==> src/rtl/rt_pkg.sv <==
`default_nettype none
// ============================================================================
//  Module   : rt_pkg
//  Purpose  : Shared types and constants for the RT-Core issue stage.
//             RT_XLEN / RT_RADDR_W size the datapath and register addresses,
//             rt_fwd_src_e names the operand source, rt_issue_t is the payload
//             of the issue register (micro-op carried separately because its
//             width is a module parameter).
//  Revision : 1.0 - initial release
// ============================================================================
package rt_pkg;

  localparam int RT_XLEN    = 32;
  localparam int RT_RADDR_W = 3;

  typedef enum logic [1:0] {
    FWD_RF  = 2'd0,
    FWD_WB  = 2'd1,
    FWD_MEM = 2'd2,
    FWD_EX  = 2'd3
  } rt_fwd_src_e;

  typedef struct packed {
    logic [RT_XLEN-1:0]    rs1_val;
    logic [RT_XLEN-1:0]    rs2_val;
    logic [RT_RADDR_W-1:0] rd;
    logic                  rd_we;
    logic [RT_XLEN-1:0]    imm;
  } rt_issue_t;

endpackage
`default_nettype wire

==> src/rtl/rt_operand_fwd.sv <==
`default_nettype none
// ============================================================================
//  Module   : rt_operand_fwd
//  Purpose  : Resolves one source operand. Priority EX (data ready) > MEM >
//             WB > register file. Raises hazard_o when EX holds the register
//             but its data is not yet available (load-use).
//  Ports    : rs_i/en_i        source address and read enable
//             rf_data_i        register file read data
//             ex_*_i           EX-stage forwarding source
//             mem_*_i          MEM-stage forwarding source
//             wb_*_i           register file write port (same-cycle bypass)
//             val_o            resolved operand
//             hazard_o         load-use hazard on this operand
//  Revision : 1.0 - initial release
// ============================================================================
module rt_operand_fwd
  import rt_pkg::*;
(
  input  logic [RT_RADDR_W-1:0] rs_i,
  input  logic                  en_i,
  input  logic [RT_XLEN-1:0]    rf_data_i,
  input  logic                  ex_valid_i,
  input  logic [RT_RADDR_W-1:0] ex_rd_i,
  input  logic                  ex_data_ok_i,
  input  logic [RT_XLEN-1:0]    ex_data_i,
  input  logic                  mem_valid_i,
  input  logic [RT_RADDR_W-1:0] mem_rd_i,
  input  logic [RT_XLEN-1:0]    mem_data_i,
  input  logic                  wb_we_i,
  input  logic [RT_RADDR_W-1:0] wb_waddr_i,
  input  logic [RT_XLEN-1:0]    wb_wdata_i,
  output logic [RT_XLEN-1:0]    val_o,
  output logic                  hazard_o
);

  rt_fwd_src_e src;
  logic        ex_hit;
  logic        mem_hit;
  logic        wb_hit;

  assign ex_hit  = ex_valid_i  && (ex_rd_i    == rs_i);
  assign mem_hit = mem_valid_i && (mem_rd_i   == rs_i);
  assign wb_hit  = wb_we_i     && (wb_waddr_i == rs_i);

  always_comb begin
    src      = FWD_RF;
    hazard_o = 1'b0;
    if (en_i) begin
      // A pending EX load falls through to MEM/WB; the value is irrelevant
      // because the hazard blocks the accept.
      if (ex_hit && ex_data_ok_i) begin
        src = FWD_EX;
      end else if (mem_hit) begin
        src = FWD_MEM;
      end else if (wb_hit) begin
        src = FWD_WB;
      end
      hazard_o = ex_hit && !ex_data_ok_i;
    end
  end

  always_comb begin
    val_o = rf_data_i;
    case (src)
      FWD_EX:  val_o = ex_data_i;
      FWD_MEM: val_o = mem_data_i;
      FWD_WB:  val_o = wb_wdata_i;
      default: val_o = rf_data_i;
    endcase
  end

endmodule
`default_nettype wire

==> src/rtl/rt_issue_stage.sv <==
`default_nettype none
// ============================================================================
//  Module   : rt_issue_stage
//  Purpose  : Decode-to-execute issue stage. Drives register file read ports,
//             forwards from EX/MEM/WB, stalls on load-use hazards and holds
//             the issued instruction in a valid/ready register toward EX.
//  Ports    : clk, rst_n (async, active-low), flush
//             dec_*            decode-side handshake and instruction fields
//             rf_raddr*/rf_rdata*   register file read ports
//             ex_fwd_*, mem_fwd_*, wb_*  forwarding sources
//             iss_*            issue register toward EX (valid/ready)
//             stall_cnt        saturating count of load-use stall cycles
//  Revision : 1.0 - initial release
// ============================================================================
module rt_issue_stage
  import rt_pkg::*;
#(
  parameter int UOP_W       = 8,
  parameter int STALL_CNT_W = 16
) (
  input  logic                   clk,
  input  logic                   rst_n,
  input  logic                   flush,
  input  logic                   dec_valid,
  output logic                   dec_ready,
  input  logic [RT_RADDR_W-1:0]  dec_rs1,
  input  logic [RT_RADDR_W-1:0]  dec_rs2,
  input  logic                   dec_rs1_en,
  input  logic                   dec_rs2_en,
  input  logic [RT_RADDR_W-1:0]  dec_rd,
  input  logic                   dec_rd_we,
  input  logic [UOP_W-1:0]       dec_uop,
  input  logic [RT_XLEN-1:0]     dec_imm,
  output logic [RT_RADDR_W-1:0]  rf_raddr1,
  output logic [RT_RADDR_W-1:0]  rf_raddr2,
  input  logic [RT_XLEN-1:0]     rf_rdata1,
  input  logic [RT_XLEN-1:0]     rf_rdata2,
  input  logic                   ex_fwd_valid,
  input  logic [RT_RADDR_W-1:0]  ex_fwd_rd,
  input  logic                   ex_fwd_data_ok,
  input  logic [RT_XLEN-1:0]     ex_fwd_data,
  input  logic                   mem_fwd_valid,
  input  logic [RT_RADDR_W-1:0]  mem_fwd_rd,
  input  logic [RT_XLEN-1:0]     mem_fwd_data,
  input  logic                   wb_we,
  input  logic [RT_RADDR_W-1:0]  wb_waddr,
  input  logic [RT_XLEN-1:0]     wb_wdata,
  output logic                   iss_valid,
  input  logic                   iss_ready,
  output logic [RT_XLEN-1:0]     iss_rs1_val,
  output logic [RT_XLEN-1:0]     iss_rs2_val,
  output logic [RT_RADDR_W-1:0]  iss_rd,
  output logic                   iss_rd_we,
  output logic [UOP_W-1:0]       iss_uop,
  output logic [RT_XLEN-1:0]     iss_imm,
  output logic [STALL_CNT_W-1:0] stall_cnt
);

  logic [RT_XLEN-1:0]     op1_val;
  logic [RT_XLEN-1:0]     op2_val;
  logic                   op1_haz;
  logic                   op2_haz;
  logic                   hazard;
  logic                   slot_free;
  logic                   accept;

  logic                   iss_valid_q, iss_valid_d;
  rt_issue_t              iss_q, iss_d;
  logic [UOP_W-1:0]       uop_q, uop_d;
  logic [STALL_CNT_W-1:0] stall_cnt_q, stall_cnt_d;

  assign rf_raddr1 = dec_rs1;
  assign rf_raddr2 = dec_rs2;

  rt_operand_fwd u_fwd_rs1 (
    .rs_i        (dec_rs1),
    .en_i        (dec_rs1_en),
    .rf_data_i   (rf_rdata1),
    .ex_valid_i  (ex_fwd_valid),
    .ex_rd_i     (ex_fwd_rd),
    .ex_data_ok_i(ex_fwd_data_ok),
    .ex_data_i   (ex_fwd_data),
    .mem_valid_i (mem_fwd_valid),
    .mem_rd_i    (mem_fwd_rd),
    .mem_data_i  (mem_fwd_data),
    .wb_we_i     (wb_we),
    .wb_waddr_i  (wb_waddr),
    .wb_wdata_i  (wb_wdata),
    .val_o       (op1_val),
    .hazard_o    (op1_haz)
  );

  rt_operand_fwd u_fwd_rs2 (
    .rs_i        (dec_rs2),
    .en_i        (dec_rs2_en),
    .rf_data_i   (rf_rdata2),
    .ex_valid_i  (ex_fwd_valid),
    .ex_rd_i     (ex_fwd_rd),
    .ex_data_ok_i(ex_fwd_data_ok),
    .ex_data_i   (ex_fwd_data),
    .mem_valid_i (mem_fwd_valid),
    .mem_rd_i    (mem_fwd_rd),
    .mem_data_i  (mem_fwd_data),
    .wb_we_i     (wb_we),
    .wb_waddr_i  (wb_waddr),
    .wb_wdata_i  (wb_wdata),
    .val_o       (op2_val),
    .hazard_o    (op2_haz)
  );

  assign hazard    = dec_valid && (op1_haz || op2_haz);
  assign slot_free = !iss_valid_q || iss_ready;
  // rst_n gates ready so decode never hands off while the stage is in reset.
  assign dec_ready = rst_n && !flush && !hazard && slot_free;
  assign accept    = dec_valid && dec_ready;

  always_comb begin
    iss_valid_d = iss_valid_q;
    iss_d       = iss_q;
    uop_d       = uop_q;
    stall_cnt_d = stall_cnt_q;

    if (flush) begin
      iss_valid_d = 1'b0;
    end else if (accept) begin
      iss_valid_d   = 1'b1;
      iss_d.rs1_val = op1_val;
      iss_d.rs2_val = op2_val;
      iss_d.rd      = dec_rd;
      iss_d.rd_we   = dec_rd_we;
      iss_d.imm     = dec_imm;
      uop_d         = dec_uop;
    end else if (slot_free) begin
      iss_valid_d = 1'b0;
    end

    if (hazard && !flush && (stall_cnt_q != '1)) begin
      stall_cnt_d = stall_cnt_q + 1'b1;
    end
  end

  always_ff @(posedge clk or negedge rst_n) begin
    if (!rst_n) begin
      iss_valid_q <= 1'b0;
      iss_q       <= '0;
      uop_q       <= '0;
      stall_cnt_q <= '0;
    end else begin
      iss_valid_q <= iss_valid_d;
      iss_q       <= iss_d;
      uop_q       <= uop_d;
      stall_cnt_q <= stall_cnt_d;
    end
  end

  assign iss_valid   = iss_valid_q;
  assign iss_rs1_val = iss_q.rs1_val;
  assign iss_rs2_val = iss_q.rs2_val;
  assign iss_rd      = iss_q.rd;
  assign iss_rd_we   = iss_q.rd_we;
  assign iss_uop     = uop_q;
  assign iss_imm     = iss_q.imm;
  assign stall_cnt   = stall_cnt_q;

endmodule
`default_nettype wire

==> config.mk <==
export PLATFORM = sky130hd
export DESIGN_NAME = rt_issue_stage
export DESIGN_NICKNAME = d
export VERILOG_FILES = /design/src/rtl/rt_pkg.sv /design/src/rtl/rt_operand_fwd.sv /design/src/rtl/rt_issue_stage.sv
export SDC_FILE = /design/constraint.sdc
export NUM_CORES = 1
export LEC_CHECK = 0
export CAP_MARGIN = 5
export CORE_MARGIN = 5
export CORE_UTILIZATION = 30
export CTS_BUF_LIST = sky130_fd_sc_hd__clkbuf_4 sky130_fd_sc_hd__clkbuf_8 sky130_fd_sc_hd__clkbuf_16
export CTS_CLUSTER_SIZE = 8
export DETAILED_ROUTE_END_ITERATION = 16
export GPL_TIMING_DRIVEN = 0
export PLACE_DENSITY_LB_ADDON = 0.08
export SYNTH_ARGS = -nofsm -noshare
export SYNTH_HDL_FRONTEND = slang
export SYNTH_HIERARCHICAL = 1
export SYNTH_SLANG_ARGS = --single-unit
==> constraint.sdc <==
create_clock -name clk -period 4.35 [get_ports clk]
set_clock_uncertainty 0.1 [all_clocks]
set_input_delay 1.305 -clock clk [delete_from_list [all_inputs] [get_ports clk]]
set_output_delay 1.305 -clock clk [all_outputs]
set_load 0.05 [all_outputs]
### Yosys cells after proc, flatten, opt, wreduce, memory -nomap -nowiden

Cells that the tools add are included.

* $mul: 0
* div/mod/pow operators: 0
* bitwise operators: 1
* reduce and logical (&&, ||, !) cells: 25
* mux-type cells: 15
* shift operators: 0
* equality and inequality tests: 13
* $lt $le $gt $ge: 0
* $add $sub $neg: 1

Operators by type and width (count)
* one-hot mux 32 bit (3 select lines): 2
* equality test 3 bit: 6
* logical AND 1 bit: 17
* adder 16 x 1 -> 16 bit, second input constant: 1
* != test 16 bit, second input constant: 1
* 2-to-1 mux 2 bit: 6
* equality test 2 bit, second input constant: 4
* 2-to-1 mux 1 bit: 7
* equality test 2 x 1 -> 1 bit, second input constant: 2
* zero test 1 bit: 4
* nonzero test 3 bit: 1
* logical OR 1 bit: 2
* AND reduction 2 bit: 1
* inverter 1 bit: 1

* RAM bits: 0
* word-level logic and storage cells: 63
* latch bits: 0
* memories kept: 0
* memory bits (read-only): 0
* register bits after elaboration: 125
* input port bits: 230
* output and inout port bits: 132

### Longest topological paths before layout

Gate-level depths: netlist (run 1).

* depth in word-level cells: 12
* gate-level depth with buffers: 9
* depth with buffers taken out: 7

### By module

Netlist (run 1), hierarchy kept.

By module, submodules not included
* rt_issue_stage: times used 1, area an instance 4923.5 µm², cells each 317
* rt_operand_fwd: times used 2, area an instance 1117.3 µm², cells each 202

### Least setup slack after synthesis (run 1)

No wires, ideal clock.

* kind: input -> output
* from: input port dec_rs2[2]
* to: output port dec_ready
* stages on the path: 5
* data required time: 2.945 ns
* arrival time: 2.559 ns
* slack: 0.386 ns
* path through: xnor2_1 -> and3_1 -> and3b_1 -> o21ai_1 -> and3_1

* cells in the longest elaborated chain, start to end: 9

RTL lines
* start: declaration: line rt_issue_stage.sv:27 `input logic [RT_RADDR_W-1:0] dec_rs2,`
* equality test 3 bit: line rt_operand_fwd.sv:41 `assign ex_hit = ex_valid_i && (ex_rd_i == rs_i);`
* logical AND 1 bit: line rt_operand_fwd.sv:41
* logical AND 1 bit: line rt_operand_fwd.sv:58 `hazard_o = ex_hit && !ex_data_ok_i;`
* 2-to-1 mux 1 bit: line rt_operand_fwd.sv:48 `if (en_i) begin`
* named net op2_haz: line rt_issue_stage.sv:62 `logic op2_haz;`
* logical OR 1 bit: line rt_issue_stage.sv:111 `assign hazard = dec_valid && (op1_haz || op2_haz);`
* logical AND 1 bit: line rt_issue_stage.sv:111
* zero test 1 bit: line rt_issue_stage.sv:114 `assign dec_ready = rst_n && !flush && !hazard && slot_free;`
* logical AND 1 bit (2 in a row): line rt_issue_stage.sv:114
* end: declaration: line rt_issue_stage.sv:25 `output logic dec_ready,`

The timed path passes the listed nets, and every way through them passes these cells.

### Worst setup path after layout (run 1)

* from: input port dec_rs1_en
* to: output port dec_ready

* cells in the longest elaborated chain, start to end: 6

RTL lines
* start: declaration: line rt_issue_stage.sv:28 `input logic dec_rs1_en,`
* 2-to-1 mux 1 bit: line rt_operand_fwd.sv:48
* named net op1_haz: line rt_issue_stage.sv:61 `logic op1_haz;`
* logical OR 1 bit: line rt_issue_stage.sv:111
* logical AND 1 bit: line rt_issue_stage.sv:111
* zero test 1 bit: line rt_issue_stage.sv:114
* logical AND 1 bit (2 in a row): line rt_issue_stage.sv:114

The timed path passes the listed nets, and every way through them passes these cells.

==> flow_summary.json, run 1 <==
{
  "outcome": "completed",
  "multi_input_area_sq_um": 3760,
  "fin_cells": 1438,
  "startpoint": "dec_rs1_en",
  "hold_path.class": "register to register",
  "clock-root-buffer": "clkbuf_16",
  "synth.distinct_cells": 42,
  "mostFrequentLayoutCell": "clkdlybuf4s50_1",
  "insertion_delay_ps": 410,
  "grt_max_degree": 92,
  "grt_overflow": 0,
  "cts_hold_buffers": 0,
  "tightest_slew_ps": 759,
  "drt_wl_total_mm": 29.9,
  "p_leak_nw": 4.77,
  "path_cells": "clkdlybuf4s50_1 -> and3_1 -> and3b_2 -> o21ai_4 -> and3_1 -> buf_6",
  "final_cell_mix": "clkdlybuf4s50_1, dfrtp_1, mux2_2",
  "synth_top_cell_by_area": "dfrtp_1",
  "antenna_found_initial": 5,
  "avgSynthCellArea_sq_um": 9.93,
  "slew_headroom": 0.490,
  "timing.rr.start": "stall_cnt[0]",
  "antenna_left": 0,
  "cts-buffers-inserted": 17,
  "total_power_mw": 5.27,
  "worstPathArrival_ps": 2760,
  "synth_nets": 952,
  "vias": 7071,
  "syn_area_sq_um": 7160,
  "drt_iter0_markers": 338,
  "hp-start": "iss_rs1_val[2]",
  "worstSetupEndpointType": "output port",
  "maxSlewViolCount": 0,
  "synthMuxAreaShare": 0.174,
  "yosysTopAreaCellShare": 0.437,
  "std_cell_rows": 56,
  "ys_ff_latch": 125,
  "crit_top_cell": "and3_1",
  "dpl.hpwl_mm": 22.6,
  "syn_inst": 721,
  "synth_top_family_by_area": "compound AO/OA/AOI/OAI gates",
  "grt_pass1_wl_mm": 44.0,
  "ios": 362,
  "worstSetupPathType": "input port to output port",
  "track_usage": 0.215,
  "die_x_um": 164,
  "post-route-period-util": 0.956,
  "wl_per_cell_um": 20.8,
  "setup_tns_ps": 0,
  "p_per_area_nw_per_um2": 443,
  "first_pass_iters": 5,
  "worstPathRequired_ps": 2940,
  "clk_path_buf_depth": 2,
  "coreArea_sq_um": 23500,
  "start_kind": "input port",
  "critPathBufInv": 2,
  "dieHeight_um": 164,
  "period_needed_ps": 4160,
  "cpPeakStageDelay_ps": 470,
  "io_buffers": 361,
  "maxClockFrequency_mhz": 240,
  "nNetsFinal": 1334,
  "placed_cells": 1402,
  "grt_pass1_vias": 7387,
  "avgViaCountPerCell": 4.92,
  "cts.clk_slew.worst_paths_ps": 50,
  "setup_viol": 0,
  "initial_core_util": 0.305,
  "crit_path_max_fanout": 3,
  "area_delta_synth_final_pct": 65.9,
  "cts_tree": "built",
  "ff_latch_area_sq_um": 3130,
  "synth.yosys.warnings": 6,
  "fillers": 2228,
  "die_area_sq_um": 27100,
  "drc": 0,
  "clock_sinks": 125,
  "synth_area_leaders": "dfrtp_1, mux2_2, a2bb2oi_1",
  "peakVddDrop_v": 0.000247,
  "fin_hold_ws_ps": 400,
  "synth-xor-area-share": 0.0367,
  "hold_violations": 0,
  "max-cap-violations": 0,
  "synthSimpleGateAreaFrac": 0.129,
  "synth_compound_area_frac": 0.179,
  "htree_levels": 4,
  "drive_above_1_share": 0.183,
  "yosysSeqAreaShare": 0.437,
  "crit_family": "simple AND/OR/NAND/NOR gates",
  "gp_routability_congestion": 0.869,
  "grt_setup_unrepaired": "false",
  "crit_slowest_cell": "clkdlybuf4s50_1",
  "synth_fa_ha_area_frac": 0.00175
}
final timing paths:
path | end | slack, ps | cells past startpoint
setup / recovery | dec_ready | 190 | 6
hold / removal | iss_rs1_val[2] | 400 | 1
setup reg to reg | stall_cnt[1] | 2250 | 6
hold reg to reg | iss_rs1_val[2] | 400 | 1
max in group asynchronous | iss_imm[29] | 2660 | 2
min in group asynchronous | iss_rs1_val[9] | 680 | 1
sequential cells by signal, indices dropped and copies added, names as in the netlist:
name         cells
iss_imm         32
iss_rs1_val     32
iss_rs2_val     32
stall_cnt       16
iss_uop          8
iss_rd           3
iss_rd_we        1
iss_valid        1
Yosys cell counts (all sizes together):
library cell  instances
o31a                  2
nor4b                 3
ha                    1
nand4b                1
and3b                 2
buf                  39
and3                  9
dfrtp               125
nand2b                1
xor2                 16
o21a                  1
and4                  2
o311ai                1
clkbuf               20
o21ai               130
nor2                 69
nand4                 9
a2bb2oi              64
o21bai                2
and2                  1
xnor2                14
nor4                  3
nand3                12
inv                   1
or2                   1
nor3                  1
and4bb                1
nand2                74
or4                   3
mux2                110
nor2b                 1
a31oi                 2
per-layer routing:
| metal | global-route usage | vias up | routed length, um |
|---|---|---|---|
| met3 | 0.0659 | 34 | 2820 |
| met2 | 0.347 | 332 | 14000 |
| met1 | 0.276 | 3346 | 12500 |
| met5 | 0 | - | 29 |
| met4 | 0.0681 | 4 | 573 |
| li1 | - | 3355 | - |
where the power goes:
part	internal [mW]	total (mW)	leakage, nW	switching, mW
clock	0.958	1.53	0.299	0.573
sequential	1.41	1.54	1.52	0.122
combinational	0.863	2.20	2.96	1.33
per-stage QoR:
stage          utilization  cell area, sq um  setup WS (ps)
3_3_place_gp         0.476             11200          -4860
5_1_grt              0.506             11900           42.6
4_1_cts              0.504             11800           22.1
3_5_place_dp         0.477             11200           -933
6_report             0.506             11900            190
2_1_floorplan            -              7160            386
area by class of cell:
type | count | area share
timing repair buffer | 363 | 0.307
buffer | 59 | 0.0258
clock inverter | 14 | 0.0163
inverter | 1 | 0.000316
multi-input combinational | 536 | 0.316
clock buffer | 17 | 0.0358
antenna | 4 | 0.000843
sequential | 125 | 0.263
tap | 319 | 0.0336
logic make-up (layout without fill, tap and decap cells):
kind of cell,Yosys count,after routing
and+or+nand+nor,193,193
AOI/OAI and AO/OA,202,202
buffers and inverters,60,454
DFF,125,125
xor gates and xnor gates,30,30
other,0,4
muxes,110,110
adders and majority gates,1,1
repair_timing:
item                       CTS  global route
pin swaps                    1             1
gates resized for setup     14            10
setup buffers                1             0
setup endpoints to repair    1             1
Power figures use the tool's default switching activity.
==> run 2: changes to the inputs <==
Settings changed: SYNTH_HIERARCHICAL 1 to not set.
==> run 2 against run 1 <==
  * Combinational power shrank 14%
  * Flip-flop and latch count is the same
  * Maximum frequency shrank 2.8%
  * Largest power group unchanged
  * First-iteration DRC count grew 24%
  * Critical endpoint unchanged
  * Synthesized cell count shrank 0.28%
  * Utilization grew 0.43 points
  * Sequential power shrank 3%
==> flow_summary.json, run 2 <==
{
  "placed_cells": 1366,
  "mostFrequentLayoutCell": "clkdlybuf4s50_1",
  "worstSetupEndpointType": "output port",
  "io_buffers": 361,
  "synth_nets": 950,
  "grt_pass1_vias": 7570,
  "crit_slowest_cell": "or4b_4",
  "ios": 362,
  "tightest_slew_ps": 876,
  "cts-buffers-inserted": 17,
  "synth_common_cells": "nand2_1, o21ai_0, dfrtp_1",
  "yosysTopAreaCellShare": 0.460,
  "synth.distinct_cells": 31,
  "avgSynthCellArea_sq_um": 9.46,
  "syn_area_sq_um": 6800,
  "drc": 0,
  "initial_core_util": 0.302,
  "ff_latch_area_sq_um": 3130,
  "fin_hold_ws_ps": 386,
  "worstPathRequired_ps": 2940,
  "fin_cells": 1401,
  "cts_tree": "built",
  "p_per_area_nw_per_um2": 424,
  "slew_headroom": 0.411,
  "hold_violations": 0,
  "total_power_mw": 4.87,
  "wl_per_cell_um": 21.3,
  "clock_sinks": 125,
  "htree_levels": 4,
  "grt_max_degree": 85,
  "cts_hold_buffers": 0,
  "drive_above_1_share": 0.103,
  "dpl_cell_area_sq_um": 10800,
  "area_delta_synth_final_pct": 68.8,
  "clock-root-buffer": "clkbuf_16",
  "maxClockFrequency_mhz": 234,
  "design_area_sq_um": 11500,
  "die_area_sq_um": 25800,
  "grt_overflow": 0,
  "dpl.hpwl_mm": 23.0,
  "final_cell_mix": "clkdlybuf4s50_1, nand2_1, o21ai_0",
  "grt_pass1_wl_mm": 45.1,
  "yosys_most_used_dff": "dfrtp_1",
  "antenna_found_initial": 1,
  "nNetsFinal": 1334,
  "std_cell_rows": 55,
  "drt_wl_total_mm": 29.8,
  "path_cells": "dlygate4sd2_1 -> xor2_2 -> or4b_4 -> a21oi_4 -> nor4bb_4 -> buf_6",
  "worstSetupPathType": "input port to output port",
  "outcome": "completed",
  "synth.yosys.warnings": 0,
  "synth_top_cell_by_area": "dfrtp_1",
  "synthArstFlopShare": 1.00,
  "crit_path_max_fanout": 4,
  "vias": 7120,
  "multi_input_area_sq_um": 3450,
  "setup_viol": 0,
  "coreArea_sq_um": 22500,
  "worstPathArrival_ps": 2880,
  "clk_path_buf_depth": 2,
  "first_pass_iters": 5,
  "post-route-period-util": 0.984,
  "peakVddDrop_v": 0.000255,
  "syn_inst": 719,
  "grt_setup_unrepaired": "false",
  "p_leak_nw": 4.54,
  "fillers": 2100,
  "start_kind": "input port",
  "die_x_um": 161,
  "period_needed_ps": 4280,
  "maxSlewViolCount": 0,
  "dieHeight_um": 161,
  "insertion_delay_ps": 420,
  "track_usage": 0.225,
  "ys_ff_latch": 125,
  "synth_edf_count": 0,
  "synth_area_leaders": "dfrtp_1, o21ai_0, o2bb2ai_1",
  "yosysSeqAreaShare": 0.460,
  "cts.clk_slew.worst_paths_ps": 60,
  "avgViaCountPerCell": 5.08,
  "gp_routability_congestion": 0.835,
  "diodes": 0,
  "cpPeakStageDelay_ps": 580,
  "hold_path.class": "register to register",
  "yosysMostFrequentCell": "nand2_1",
  "max-cap-violations": 0,
  "antenna_left": 0,
  "drt_iter0_markers": 420
}
-- run 2: cell count changes after synthesis, sizes merged, moves of 4 or more --
cell     change
nand2       +66
a211oi      +65
a2bb2oi     -64
mux2        -64
o2bb2ai     +64
nor2        -60
clkbuf      +28
buf         -22
xnor2        +4
xor2         -4
-- run 2: final timing paths --
check	startpoint	to	slack (ps)	cells after the start
max	dec_rs2[0]	dec_ready	70	6
min	iss_rs1_val[13]	iss_rs1_val[13]	390	1
max reg2reg	iss_valid	iss_rs1_val[18]	1960	7
min reg2reg	iss_rs1_val[13]	iss_rs1_val[13]	390	1
max in group asynchronous	rst_n	iss_rs1_val[12]	2640	2
min in group asynchronous	rst_n	iss_rs1_val[1]	690	1
-- run 2: repair_timing --
action,in CTS,in global routing
gates cloned,0,0
endpoints found under the setup margin,1,1
resized for setup,23,3
buffers inserted,3,0
pin swaps,3,2
-- run 2: through the flow --
| stage | utilization | TNS, ps | setup slack, ps |
|---|---|---|---|
| 3_5_place_dp | 0.480 | -967 | -826 |
| 4_1_cts | 0.509 | 0 | 19.8 |
| 5_1_grt | 0.510 | 0 | 21.6 |
| 6_report | 0.510 | 0 | 68.0 |
| 3_3_place_gp | 0.479 | -934070 | -5190 |
| 2_1_floorplan | - | 0 | 80.9 |
-- run 2: critical path, delay by kind of cell --
family          cells  cell delay [ps]
buf+inv             2              490
compound gates      1              200
xor+xnor            1              220
simple gates        2              660
-- run 2: cell families (layout without fill, tap and decap cells) --
logic type               after synthesis  in the layout  share of synthesized area
AO/OA/AOI/OAI                        265            265                      0.258
XOR/XNOR                              30             30                     0.0386
adder cells (fa/ha/maj)                1              1                    0.00184
buffers and inverters                 65            462                     0.0434
flip-flops                           125            125                      0.460
multiplexers                          46             46                     0.0767
AND/OR/NAND/NOR                      187            187                      0.122
-- run 2: power breakdown --
part	internal [mW]	switching (mW)	total [mW]
sequential	1.38	0.119	1.49
combinational	0.739	1.16	1.90
clock	0.863	0.614	1.48
total	2.98	1.89	4.87
-- run 2: area by class of cell --
type,instances,area share
plain buffers,65,0.0257
clock buffers,18,0.0377
clock inverters,14,0.0138
multi-input cells,529,0.301
flip-flops and latches,125,0.272
well taps,285,0.0311
repair buffers,365,0.319
-- run 2: metal layers --
layer  vias to the layer above  track usage  routed length, um
met3                        41       0.0839               2700
met5                         -            0                 11
met4                         2       0.0708                733
met1                      3397        0.271              12100
met2                       283        0.375              14300
li1                       3397            -                  -
==> run 3: changes to the inputs <==
Settings changed: RECOVER_POWER set to 100.
==> run 3 against run 2 <==
  * The flow now finishes with violations (capacitance limit, slew limit)
  * Critical path depth unchanged
  * Largest cell class unchanged
  * Cell count unchanged
  * Power is 1.8% lower
  * Clock power about the same
  * Register-to-register slack got worse by 230 ps
  * Global-route usage stayed put
  * Combinational power decreased by 5%
  * Largest power group unchanged
==> flow_summary.json, run 3 (synthesis results as in run 2) <==
{
  "max-cap-violations": 1,
  "area_delta_synth_final_pct": 67.9,
  "initial_core_util": 0.302,
  "track_usage": 0.225,
  "post-route-period-util": 0.982,
  "crit_path_max_fanout": 4,
  "use_met2": 0.375,
  "die_x_um": 161,
  "vias": 7166,
  "clock_sinks": 125,
  "gp_routability_congestion": 0.835,
  "insertion_delay_ps": 420,
  "worstSetupPathType": "input port to output port",
  "drt_wl_total_mm": 29.8,
  "wl_per_cell_um": 21.3,
  "grt_overflow": 0,
  "io_buffers": 361,
  "fin_util": 0.508,
  "grt_setup_unrepaired": "false",
  "ios": 362,
  "hold_violations": 0,
  "nNetsFinal": 1334,
  "failed_checks": "capacitance limit, slew limit",
  "die_area_sq_um": 25800,
  "dpl.hpwl_mm": 23.0,
  "p_leak_nw": 4.68,
  "fin_cells": 1401,
  "maxSlewViolCount": 85,
  "peakVddDrop_v": 0.000253,
  "final_cell_mix": "clkdlybuf4s50_1, nand2_1, dlygate4sd3_1",
  "met1_usage": 0.271,
  "start_kind": "input port",
  "coreArea_sq_um": 22500,
  "top_usage_layer": "met2",
  "p_per_area_nw_per_um2": 418,
  "ff_latch_area_sq_um": 3130,
  "cts_tree": "built",
  "drc": 0,
  "diodes": 0,
  "total_power_mw": 4.78,
  "antenna_found_initial": 1,
  "grt_pass1_wl_mm": 45.1,
  "worstPathRequired_ps": 2940,
  "grt_max_degree": 85,
  "period_needed_ps": 4270,
  "first_pass_iters": 5,
  "cts.clk_slew.worst_paths_ps": 60,
  "placed_cells": 1366,
  "drt_iter0_markers": 391,
  "drive_above_1_share": 0.0950,
  "worstPathArrival_ps": 2870,
  "hold_path.class": "register to register",
  "tightest_slew_ps": 2280,
  "grt_pass1_vias": 7570,
  "cts_hold_buffers": 0,
  "antenna_left": 0,
  "cts-buffers-inserted": 17,
  "dieHeight_um": 161,
  "clock-root-buffer": "clkbuf_16",
  "slew_headroom": -0.518,
  "outcome": "finished, violations left",
  "avgViaCountPerCell": 5.11,
  "fillers": 2110,
  "setup_viol": 0,
  "maxClockFrequency_mhz": 234,
  "mostFrequentLayoutCell": "clkdlybuf4s50_1",
  "clk_path_buf_depth": 2,
  "fin_hold_ws_ps": 380,
  "std_cell_rows": 55,
  "multi_input_area_sq_um": 3430,
  "htree_levels": 4,
  "grt_use_met3": 0.0839,
  "worstSetupEndpointType": "output port"
}
run 3: changes by cell type in the layout (fill, tap and decap cells not counted), sizes merged:
| cell | before | now |
|---|---|---|
| dlygate4sd3 | 0 | 133 |
| clkdlybuf4s50 | 350 | 217 |
| clkbuf | 66 | 74 |
| buf | 23 | 15 |
run 3: final timing paths:
path	cells past startpoint	slack [ps]	from	to
worst max-delay path	6	80	dec_rs2[0]	dec_ready
min in group asynchronous	1	680	rst_n	iss_rs1_val[1]
max in group asynchronous	2	910	rst_n	iss_rs1_val[12]
worst min-delay path	1	380	iss_rs1_val[13]	iss_rs1_val[13]
worst max register to register	7	1730	iss_valid	iss_rs1_val[18]
worst min register to register	1	380	iss_rs1_val[13]	iss_rs1_val[13]
run 3: report_power, final:
group / switching, mW / internal [mW] / total, mW
sequential: 0.108 / 1.38 / 1.48
clock: 0.619 / 0.863 / 1.48
combinational: 1.16 / 0.657 / 1.81
run 3: per-stage QoR:
stage	setup WS (ps)	setup TNS, ps	cell area, sq um
floorplan	80.9	0	6810
global placement	-5190	-934070	10800
detailed placement	-826	-967	10800
CTS	19.8	0	11500
global route	36.0	0	11400
finish	79.8	0	11400
run 3: layout make-up:
class	count	area share
well taps	285	0.0312
clock buffers	18	0.0379
plain buffers	65	0.0251
clock inverters	14	0.0139
multi-input cells	529	0.300
flip-flops and latches	125	0.274
repair buffers	365	0.318
run 3: layer usage:
metal,up-vias,part of all wire
met5,-,0.00044
met4,2,0.025
met3,46,0.092
met2,308,0.48
met1,3410,0.40
li1,3400,-
run 3: worst max-delay path, cell delays in order:
cell and delay (ps):
dlygate4sd2_1 310, xor2_1 230, or4b_4 590, a21oi_4 200, nor4bb_4 80, buf_6 160
run 3: repair_timing:
action	in CTS	in global routing
pin swaps	3	2
setup buffers	3	0
cloned	0	0
setup endpoints to repair	1	1
gates resized for setup	23	3
endpoints found under the hold margin	0	0
